**config.mk**
```make
export PLATFORM = sky130hd
export DESIGN_NAME = hazard_forward_unit
export DESIGN_NICKNAME = d
export VERILOG_FILES = /design/src/rtl/hazard_forward_unit.sv
export SDC_FILE = /design/constraint.sdc
export NUM_CORES = 1
export LEC_CHECK = 0
export ABC_AREA = 1
export BUFFER_PORTS_ARGS = -buffer_cell sky130_fd_sc_hd__buf_2
export CORE_UTILIZATION = 43
export DETAILED_ROUTE_END_ITERATION = 10
export GPL_ROUTABILITY_DRIVEN = 0
export PLACE_DENSITY = 0.8
export SLEW_MARGIN = 10
export SYNTH_ARGS = -nofsm -noshare
export SYNTH_HDL_FRONTEND = slang
export SYNTH_SLANG_ARGS = --single-unit
export TNS_END_PERCENT = 5
```
**constraint.sdc**
```tcl
create_clock -name clk -period 1.8 [get_ports clk]
set_input_delay 0.36 -clock clk [delete_from_list [all_inputs] [get_ports clk]]
set_output_delay 0.36 -clock clk [all_outputs]
set_load 0.02 [all_outputs]
```
**src/rtl/hazard_forward_unit.sv**
```systemverilog
// Forwarding select and load-use stall control for the 5-stage MIPS pipe.
// Optional HFU_STATS_EN adds saturating stall/forward activity counters.
module hazard_forward_unit #(
  parameter int LOAD_LAT = 1
) (
  input  logic       clk,
  input  logic       reset,
  input  logic [4:0] IF_ID_Rs,
  input  logic [4:0] IF_ID_Rt,
  input  logic [4:0] ID_EX_Rs,
  input  logic [4:0] ID_EX_Rt,
  input  logic [4:0] ID_EX_Rt_Dst,
  input  logic       ID_EX_MemRead,
  input  logic [4:0] EXE_MEM_Rd,
  input  logic       EXE_MEM_RegWrite,
  input  logic [4:0] MEM_WB_Rd,
  input  logic       MEM_WB_RegWrite,
  output logic [1:0] forwardOp1,
  output logic [1:0] forwardOp2,
  output logic       stall,
  output logic       PC_Write,
  output logic       IF_ID_Write,
  output logic       ID_EX_Flush
`ifdef HFU_STATS_EN
  ,
  output logic [15:0] stall_count,
  output logic [15:0] fwd_count
`endif
);

  // state | meaning
  // RUN   | pipe flowing; a load-use hazard stalls this same cycle
  // HOLD  | remaining stall cycles of a multi-cycle load-use hold
  typedef enum logic {RUN = 1'b0, HOLD = 1'b1} state_t;

  localparam logic [3:0] HOLD_INIT = (LOAD_LAT > 1) ? 4'(LOAD_LAT - 2) : 4'd0;

  state_t     state_q, state_d;
  logic [3:0] cnt_q, cnt_d;
  logic       hz;
  logic [1:0] fwd1_raw, fwd2_raw;

  function automatic logic [1:0] fwd_sel(
    input logic [4:0] src,
    input logic [4:0] mem_rd,
    input logic       mem_we,
    input logic [4:0] wb_rd,
    input logic       wb_we
  );
    logic [1:0] sel;
    sel = 2'b00;
    if (mem_we && (mem_rd != 5'd0) && (mem_rd == src))
      sel = 2'b10;
    else if (wb_we && (wb_rd != 5'd0) && (wb_rd == src))
      sel = 2'b01;
    return sel;
  endfunction

  always_comb begin
    fwd1_raw = fwd_sel(ID_EX_Rs, EXE_MEM_Rd, EXE_MEM_RegWrite, MEM_WB_Rd, MEM_WB_RegWrite);
    fwd2_raw = fwd_sel(ID_EX_Rt, EXE_MEM_Rd, EXE_MEM_RegWrite, MEM_WB_Rd, MEM_WB_RegWrite);
    hz = ID_EX_MemRead && (ID_EX_Rt_Dst != 5'd0) &&
         ((ID_EX_Rt_Dst == IF_ID_Rs) || (ID_EX_Rt_Dst == IF_ID_Rt));
  end

  always_ff @(posedge clk or posedge reset) begin
    if (reset) begin
      state_q <= RUN;
      cnt_q   <= 4'd0;
    end else begin
      state_q <= state_d;
      cnt_q   <= cnt_d;
    end
  end

  always_comb begin
    state_d = state_q;
    cnt_d   = cnt_q;
    case (state_q)
      RUN: begin
        if (hz && (LOAD_LAT > 1)) begin
          state_d = HOLD;
          cnt_d   = HOLD_INIT;
        end
      end
      HOLD: begin
        if (cnt_q == 4'd0) state_d = RUN;
        else               cnt_d   = cnt_q - 4'd1;
      end
      default: begin
        state_d = RUN;
        cnt_d   = 4'd0;
      end
    endcase
  end

  // Outputs are forced to their idle values while reset is held.
  always_comb begin
    stall      = 1'b0;
    forwardOp1 = 2'b00;
    forwardOp2 = 2'b00;
    if (!reset) begin
      forwardOp1 = fwd1_raw;
      forwardOp2 = fwd2_raw;
      case (state_q)
        RUN:     stall = hz;
        HOLD:    stall = 1'b1;
        default: stall = 1'b0;
      endcase
    end
    PC_Write    = !stall;
    IF_ID_Write = !stall;
    ID_EX_Flush = stall;
  end

`ifdef HFU_STATS_EN
  logic [15:0] stall_count_q, stall_count_d;
  logic [15:0] fwd_count_q, fwd_count_d;

  always_comb begin
    stall_count_d = stall_count_q;
    fwd_count_d   = fwd_count_q;
    if (stall && (stall_count_q != 16'hFFFF))
      stall_count_d = stall_count_q + 16'd1;
    if (!stall && ((forwardOp1 != 2'b00) || (forwardOp2 != 2'b00)) && (fwd_count_q != 16'hFFFF))
      fwd_count_d = fwd_count_q + 16'd1;
  end

  always_ff @(posedge clk or posedge reset) begin
    if (reset) begin
      stall_count_q <= 16'd0;
      fwd_count_q   <= 16'd0;
    end else begin
      stall_count_q <= stall_count_d;
      fwd_count_q   <= fwd_count_d;
    end
  end

  assign stall_count = stall_count_q;
  assign fwd_count   = fwd_count_q;
`endif

endmodule

```
# Word-level counts from Yosys, hierarchy flattened
# Index checks and enable logic that the tools add are counted.
# op_classes
muxes	10
addsub	1
n_reduce_logical	15
n_bitwise	2
eq_ne	6
# op_table
op	n
$eq A5 B5 Y1	6
$reduce_bool A5 Y1	3
$logic_and A1 B1 Y1	8
$mux W2	4
$mux W1	5
$logic_not A4 Y1	1
$sub A4 B1 Y4 const B	1
$not A1 Y1	2
$pmux W1 S2	1
$reduce_and A2 Y1	1
$logic_not A1 Y1	1
$logic_or A1 B1 Y1	1
# totals
regBits	5
word_cells	36
out_inout_bits	8
inputBits	40

# Depth between registers and ports, before layout
# Gate-level depths: netlist (run 1).
# depth
word_depth	6
ltp_mapped	10
ltp_nobuf	9

# Worst setup path after synthesis (run 1)
# Ideal clock, no wire load.
# synth_timing
kind	input to output
startpoint	in ID_EX_Rt_Dst[3]
endpoint	out stall
setup_slack_ns	0.214
t_arrival_ns	1.226
path_stages	9
n_path_buf	1
cell_sequence	inv_1 > nand2_1 > nand2_1 > nor2_1 > nand3_1 > nand2_1 > nand2_2 > a21oi_2 > buf_4
# synth_via
elab_chain_len	5
elab_cells_between_ends	8
classes_between	2 x eq/ne; 2 x mux; 4 x reduce/logical
# synth_rtl
element	line_no	source
start, declared	12	input logic [4:0] ID_EX_Rt_Dst,
$eq A5 B5 Y1 / $reduce_bool A5 Y1 (equally long branches)	63, 62	
$logic_or A1 B1 Y1 / $logic_and A1 B1 Y1 (equally long branches)	63, 62	
$logic_and A1 B1 Y1 *	62	hz = ID_EX_MemRead && (ID_EX_Rt_Dst != 5'd0) &&
$pmux W1 S2 *	105	case (state_q)
$mux W1 *	102	if (!reset) begin
end, declared	20	output logic stall,
# Mark *: on every way between the ends. The rest lies on a longest branch, timed or not.

# Worst setup path in the final report (run 1)
# layout_timing
startpoint	in EXE_MEM_Rd[2]
endpoint	out forwardOp1[0]
# layout_via
elab_chain_len	5
elab_cells_between_ends	6
classes_between	1 x eq/ne; 2 x mux; 3 x reduce/logical
# layout_rtl
element	line_no	source
start, declared	14	input logic [4:0] EXE_MEM_Rd,
$reduce_bool A5 Y1	52	if (mem_we && (mem_rd != 5'd0) && (mem_rd == src))
$logic_and A1 B1 Y1	52	
$logic_and A1 B1 Y1 *	52	
$mux W2 *	52	
$mux W2 *	102	
end, declared	18	output logic [1:0] forwardOp1,
# Marks and branches as above.

==> impl_results.md, run 1 <==
* Layout cells sized above 1 at 35.8%
* Final net count at 215
* R2R cell count at 5
* Placement Cell Area at 1050 µm²
* Clock transition at path regs at 40 ps
* Vias per cell at 4.60
* Post-Syn Instances at 124
* Fill cell count at 185
* Post-CTS Resized at 0
* Boundary Pins at 48
* Die area at 2030 µm²
* Core ar. at 1730 µm²
* Cells after DPL at 194
* FP Rows at 15
* Die width at 45.0 µm
* Hold_ws at 76.5 ps
* DRC viols at 0
* Yosys top cell area share at 19.8%
* Non-Filler Instances at 198
* Routed WL per cell at 9.90 µm
* Status: complete, no violations
* Top cells by count, synth: nand2_1, inv_1, xor2_1
* Number of max-cap violations at 0
* # setup viols final at 0
* Syn-to-layout area delta at 34.9%
* Post-synthesis cell type count at 20
* Critical Path RT at 1440 ps
* GRT Total Usage at 21.3%
* Ys Warns at 0
* Cell mode on critical path: buf_2
* RSZ-0062 raised after global routing: no
* Initial core utilization at 46.1%
* Vias in the first global route at 873
* Compound-Gate Fraction of Synth Area at 5.66%
* Worst setup EP type: output port
* Synth top area cells: xor2_1, dfrtp_1, nand2_1
* Post-Synth Simple-Gate Area at 38.8%
* Main combinational cell family by area after synthesis: simple AND/OR/NAND/NOR gates
* Pins Over Slew Limit at 0
* CTS tree: yes
* Initial antenna violation count at 0
* Leading area contributor after synthesis: xor2_1
* Minimum clock period at 1650 ps
* Pleak at 0.000632 µW
* DRT antenna net count at 0
* Drt total wl at 1960 µm
* Hold Path Class: input port to async pin
* Post-CTS setup buffer count at 0
* EDFF count, synth at 0
* # hold bufs at CTS at 0
* Final Hold Viols at 0
* Layout Skew at 3.37 ps
* TNS Setup at 0 ps
* 1st-pass router iterations at 4
* Maximum vdd drop at 0.394 mV
* Post-Synth XOR/XNOR Area at 26.4%
* Most frequent cell after synthesis: nand2_1
* Pwr dens at 379 nW/µm²
* CP Class: input port to output port
* Mux contribution to synthesized area at 0%
* Synthesized-area fraction occupied by adder cells at 1.57%
* Slowest cell on crit path: buf_2
* FMAX at 0.605 GHz
* Cell area after layout at 1070 µm²
* CP Depth at 8
* Pin count of the biggest net entering global routing at 7
* CP Cell Sequence: buf_2, nor2_1, nand2_1, o21ai_0, inv_1, nand3_1, nor2b_4, buf_2
* Die H at 45.0 µm
* CP peak stage delay at 160 ps
* Buf/Inv on CP at 3
* CTS Buffer Depth at 2
* Vias post-DR at 911
* Grt ovf at 0
* FF+latch count, synth at 5
* Ys flop type: dfrtp_1
* First-pass GRT wire length at 3180 µm
* TritonCTS buffer count at 3
* Mapped Nets at 165
* Diode count at 0
* Port bufs at 47
* Ys async rst share at 100%
* Syn_area_per_cell at 6.42 µm²
* Clock latency at the later pin of the worst-skew pair at 240 ps
* Sequential share of the synthesized area at 15.7%
* Slew headroom at 83.9%
* Cell family with most CP delay: simple AND/OR/NAND/NOR gates
* Root Driver: clkbuf_4
* Worst Tran Pin Value at 242 ps
* Mapped Area at 796 µm²
* Tcrit/Tclk final at 91.9%
* Largest fanout on the critical path at 3
* Post-DP HPWL at 1780 µm
* CTS H-Tree Depth at 1
* CP Data Arrival Time at 1290 ps
* Final core occ at 62.2%
* Critical path startpoint category: input port
* Initial DRC count at 12
* Clock Sinks at 5
-- cell type report --
cell class	instances	area, µm²	area share [%]
inverter	21	78.8	7.34
clock buffer	4	26.3	2.45
sequential	5	125	11.7
tap	25	31.3	2.91
timing repair buffer	47	235	21.9
multi-input combinational	96	577	53.7
-- final timing paths --
check / start / to / slack (ps)
max: EXE_MEM_Rd[2] / forwardOp1[0] / 150
min: reset / cnt_q[3] / 80
max reg2reg: cnt_q[0] / cnt_q[3] / 450
min reg2reg: cnt_q[0] / cnt_q[0] / 470
max in group asynchronous: reset / cnt_q[2] / 1540
min in group clk: cnt_q[0] / cnt_q[0] / 470
-- through the flow --
| stage | setup slack, ps | total power [µW] |
|---|---|---|
| floorplan | 214 | 201 |
| CTS | 149 | 414 |
| global placement | 163 | 276 |
| global route | 19.9 | 437 |
| detailed placement | 153 | 282 |
| finish | 146 | 406 |
-- cell families after synthesis --
kind of cell               after synthesis
AOI/OAI and AO/OA                        5
adders and majority gates                1
DFF                                      5
buffers and inverters                   23
xor gates and xnor gates                24
and+or+nand+nor                         66
-- registers in the layout (all words and copies together) (netlist names) --
name and cells:
state_q 1, cnt_q 4
-- worst reg2reg max path: stages, from the launching register on --
cell,delay (ps)
dfrtp_1,360
inv_1,70
ha_1,250
a31oi_4,280
nand4_2,120
xor2_1,160
-- per-layer routing --
metal	global-route usage, %	share of wire (%)	vias to the layer above
met5	0	0	-
met4	8.48	1.0	0
met3	2.80	3.3	4
met2	39.7	56	21
met1	24.0	39	415
li1	-	-	471
-- power breakdown --
| group | leakage (µW) | switching, µW | internal (µW) |
|---|---|---|---|
| registers | 0.0000699 | 0 | 113 |
| clock network | 0.0000150 | 41.9 | 83.6 |
| logic | 0.000547 | 91.6 | 76.5 |
-- layout by cell type (no fill, tap or decap), types with 2 or more instances in the layout --
cell type  count
clkbuf_4       3
nor2b_4        2
nand3_1        7
xor2_1        18
inv_2          3
dfrtp_1        5
nand2_1       32
nor3_1         3
nor3_2         2
nand2_2        2
nor2_1        16
o21ai_0        2
xnor2_1        6
buf_2         47
inv_1         18
No activity file was read; power rests on OpenSTA's default activity.
==> run 2: changes to the inputs <==
- PLACE_DENSITY: 0.8 -> 0.88
- clock period: 1.8 -> 1.7 ns (I/O delays scaled with it)
==> run 2 against run 1 <==
  * Critical path depth fell by 1
  * Setup slack got worse by 49 ps
  * Sequential share of layout area unchanged
  * Largest cell class unchanged
==> impl_results.md, run 2 (synthesis gave the netlist of run 1 again) <==
* Non-Filler Instances at 198
* Fill cell count at 180
* Pwr dens at 400 nW/µm²
* Die area at 2030 µm²
* Post-CTS Resized at 0
* Initial antenna violation count at 0
* Vias post-DR at 897
* Commonest cells after routing, fill and taps aside: buf_2, nand2_1, inv_1, xor2_1, nor2_1
* First-pass GRT wire length at 3110 µm
* GRT Total Usage at 20.9%
* CTS H-Tree Depth at 1
* TritonCTS buffer count at 3
* Minimum clock period at 1600 ps
* Root Driver: clkbuf_4
* Clock latency at the later pin of the worst-skew pair at 230 ps
* Diode count at 0
* Final Hold Viols at 0
* Cell area after layout at 1070 µm²
* Slew headroom at 84.0%
* Clock transition at path regs at 40 ps
* Status: complete, no violations
* Hold Path Class: input port to async pin
* Critical Path RT at 1360 ps
* Initial core utilization at 46.1%
* Drt total wl at 2060 µm
* Boundary Pins at 48
* DRC viols at 0
* Clock Sinks at 5
* Critical path startpoint category: input port
* CP Class: input port to output port
* Vias in the first global route at 829
* CTS tree: yes
* Biggest regs: cnt_q x4, state_q x1
* Pin count of the biggest net entering global routing at 7
* Final core occ at 62.2%
* Final net count at 215
* Maximum vdd drop at 0.401 mV
* Placement Cell Area at 1050 µm²
* Grt ovf at 0
* Vias per cell at 4.53
* CP Data Arrival Time at 1260 ps
* Tcrit/Tclk final at 94.3%
* Layout cells sized above 1 at 35.8%
* Clock power frac at 30.5%
* Max reg flops at 4
* Worst Tran Pin Value at 241 ps
* DRT antenna net count at 0
* Number of max-cap violations at 0
* Commonest non-fill, non-tap cell in the layout: buf_2
* Net Switching at 140 µW
* Reg area at 125 µm²
* Post-DP HPWL at 1870 µm
* Sw Share at 32.7%
* Syn-to-layout area delta at 34.9%
* Internal at 289 µW
* Flop pwr share at 27.8%
* # setup viols final at 0
* FP Rows at 15
* Routed WL per cell at 10.4 µm
* Largest fanout on the critical path at 3
* 1st-pass router iterations at 4
* Layout Skew at 2.24 ps
* Die H at 45.0 µm
* RSZ-0062 raised after global routing: yes
* Port bufs at 47
* Tot Pwr at 429 µW
* Pleak at 0.000632 µW
* Cells after DPL at 194
* FMAX at 0.624 GHz
* Core ar. at 1730 µm²
* CTS Buffer Depth at 2
* Die width at 45.0 µm
* Multi-input logic area at 577 µm²
* Gate power share at 41.6%
* Pins Over Slew Limit at 0
* Largest reg by FF count: cnt_q
* Initial DRC count at 16
* Worst setup EP type: output port
[run 2: cell counts in the layout (fill, tap and decap cells not counted)]
Identical to the previous run, type by type.
[run 2: layer usage]
metal / share of wire [%] / up-vias / global-route usage, %
li1: - / 473 / -
met1: 39 / 400 / 21.5
met2: 56 / 22 / 40.9
met3: 3.7 / 2 / 3.60
met4: 1.1 / 0 / 7.88
met5: 0 / - / 0
[run 2: area by class of cell]
cell class,instances,share of cell area [%]
clock buffers,4,2.45
inverters,21,7.34
multi-input cells,96,53.7
flip-flops and latches,5,11.7
well taps,25,2.91
repair buffers,47,21.9
[run 2: path summary, 6_finish.rpt]
kind                               from            end  slack (ps)  cells after the start
max in group asynchronous         reset        state_q        1430                      2
setup reg to reg               cnt_q[0]       cnt_q[3]         360                      5
hold reg to reg                cnt_q[0]       cnt_q[0]         470                      1
min in group clk               cnt_q[0]       cnt_q[0]         470                      1
hold / removal                    reset       cnt_q[3]          80                      2
setup / recovery           MEM_WB_Rd[2]  forwardOp1[0]         100                      7
[run 2: critical path, stage by stage]
cell and delay, ps:
buf_2 130, xnor2_1 170, nand2_1 90, nor3_2 120
nand3_1 140, nor2b_4 120, buf_2 160
[run 2: power groups by stage]
| stage | logic [µW] | registers [µW] | clock network [µW] |
|---|---|---|---|
| after global routing | 197 | 119 | 147 |
| after global placement | 170 | 121 | 0 |
| final | 179 | 120 | 131 |
| after detailed placement | 178 | 121 | 0 |
| after CTS | 179 | 119 | 141 |
| after floorplan | 91.8 | 121 | 0 |
[run 2: metrics by stage]
step                      worst slack (ps)  TNS [ps]  hold WS [ps]
after floorplan                        154         0           127
after global placement                 129         0           319
after detailed placement              94.5         0           327
after CTS                             96.8         0          65.0
after global routing                 -12.9     -25.1          84.4
final                                 97.6         0          77.3
[run 2: timing repair]
item                                    in CTS  in global routing
setup buffers                                0                  0
endpoints found under the setup margin       0                  2
hold buffers                                 0                  0
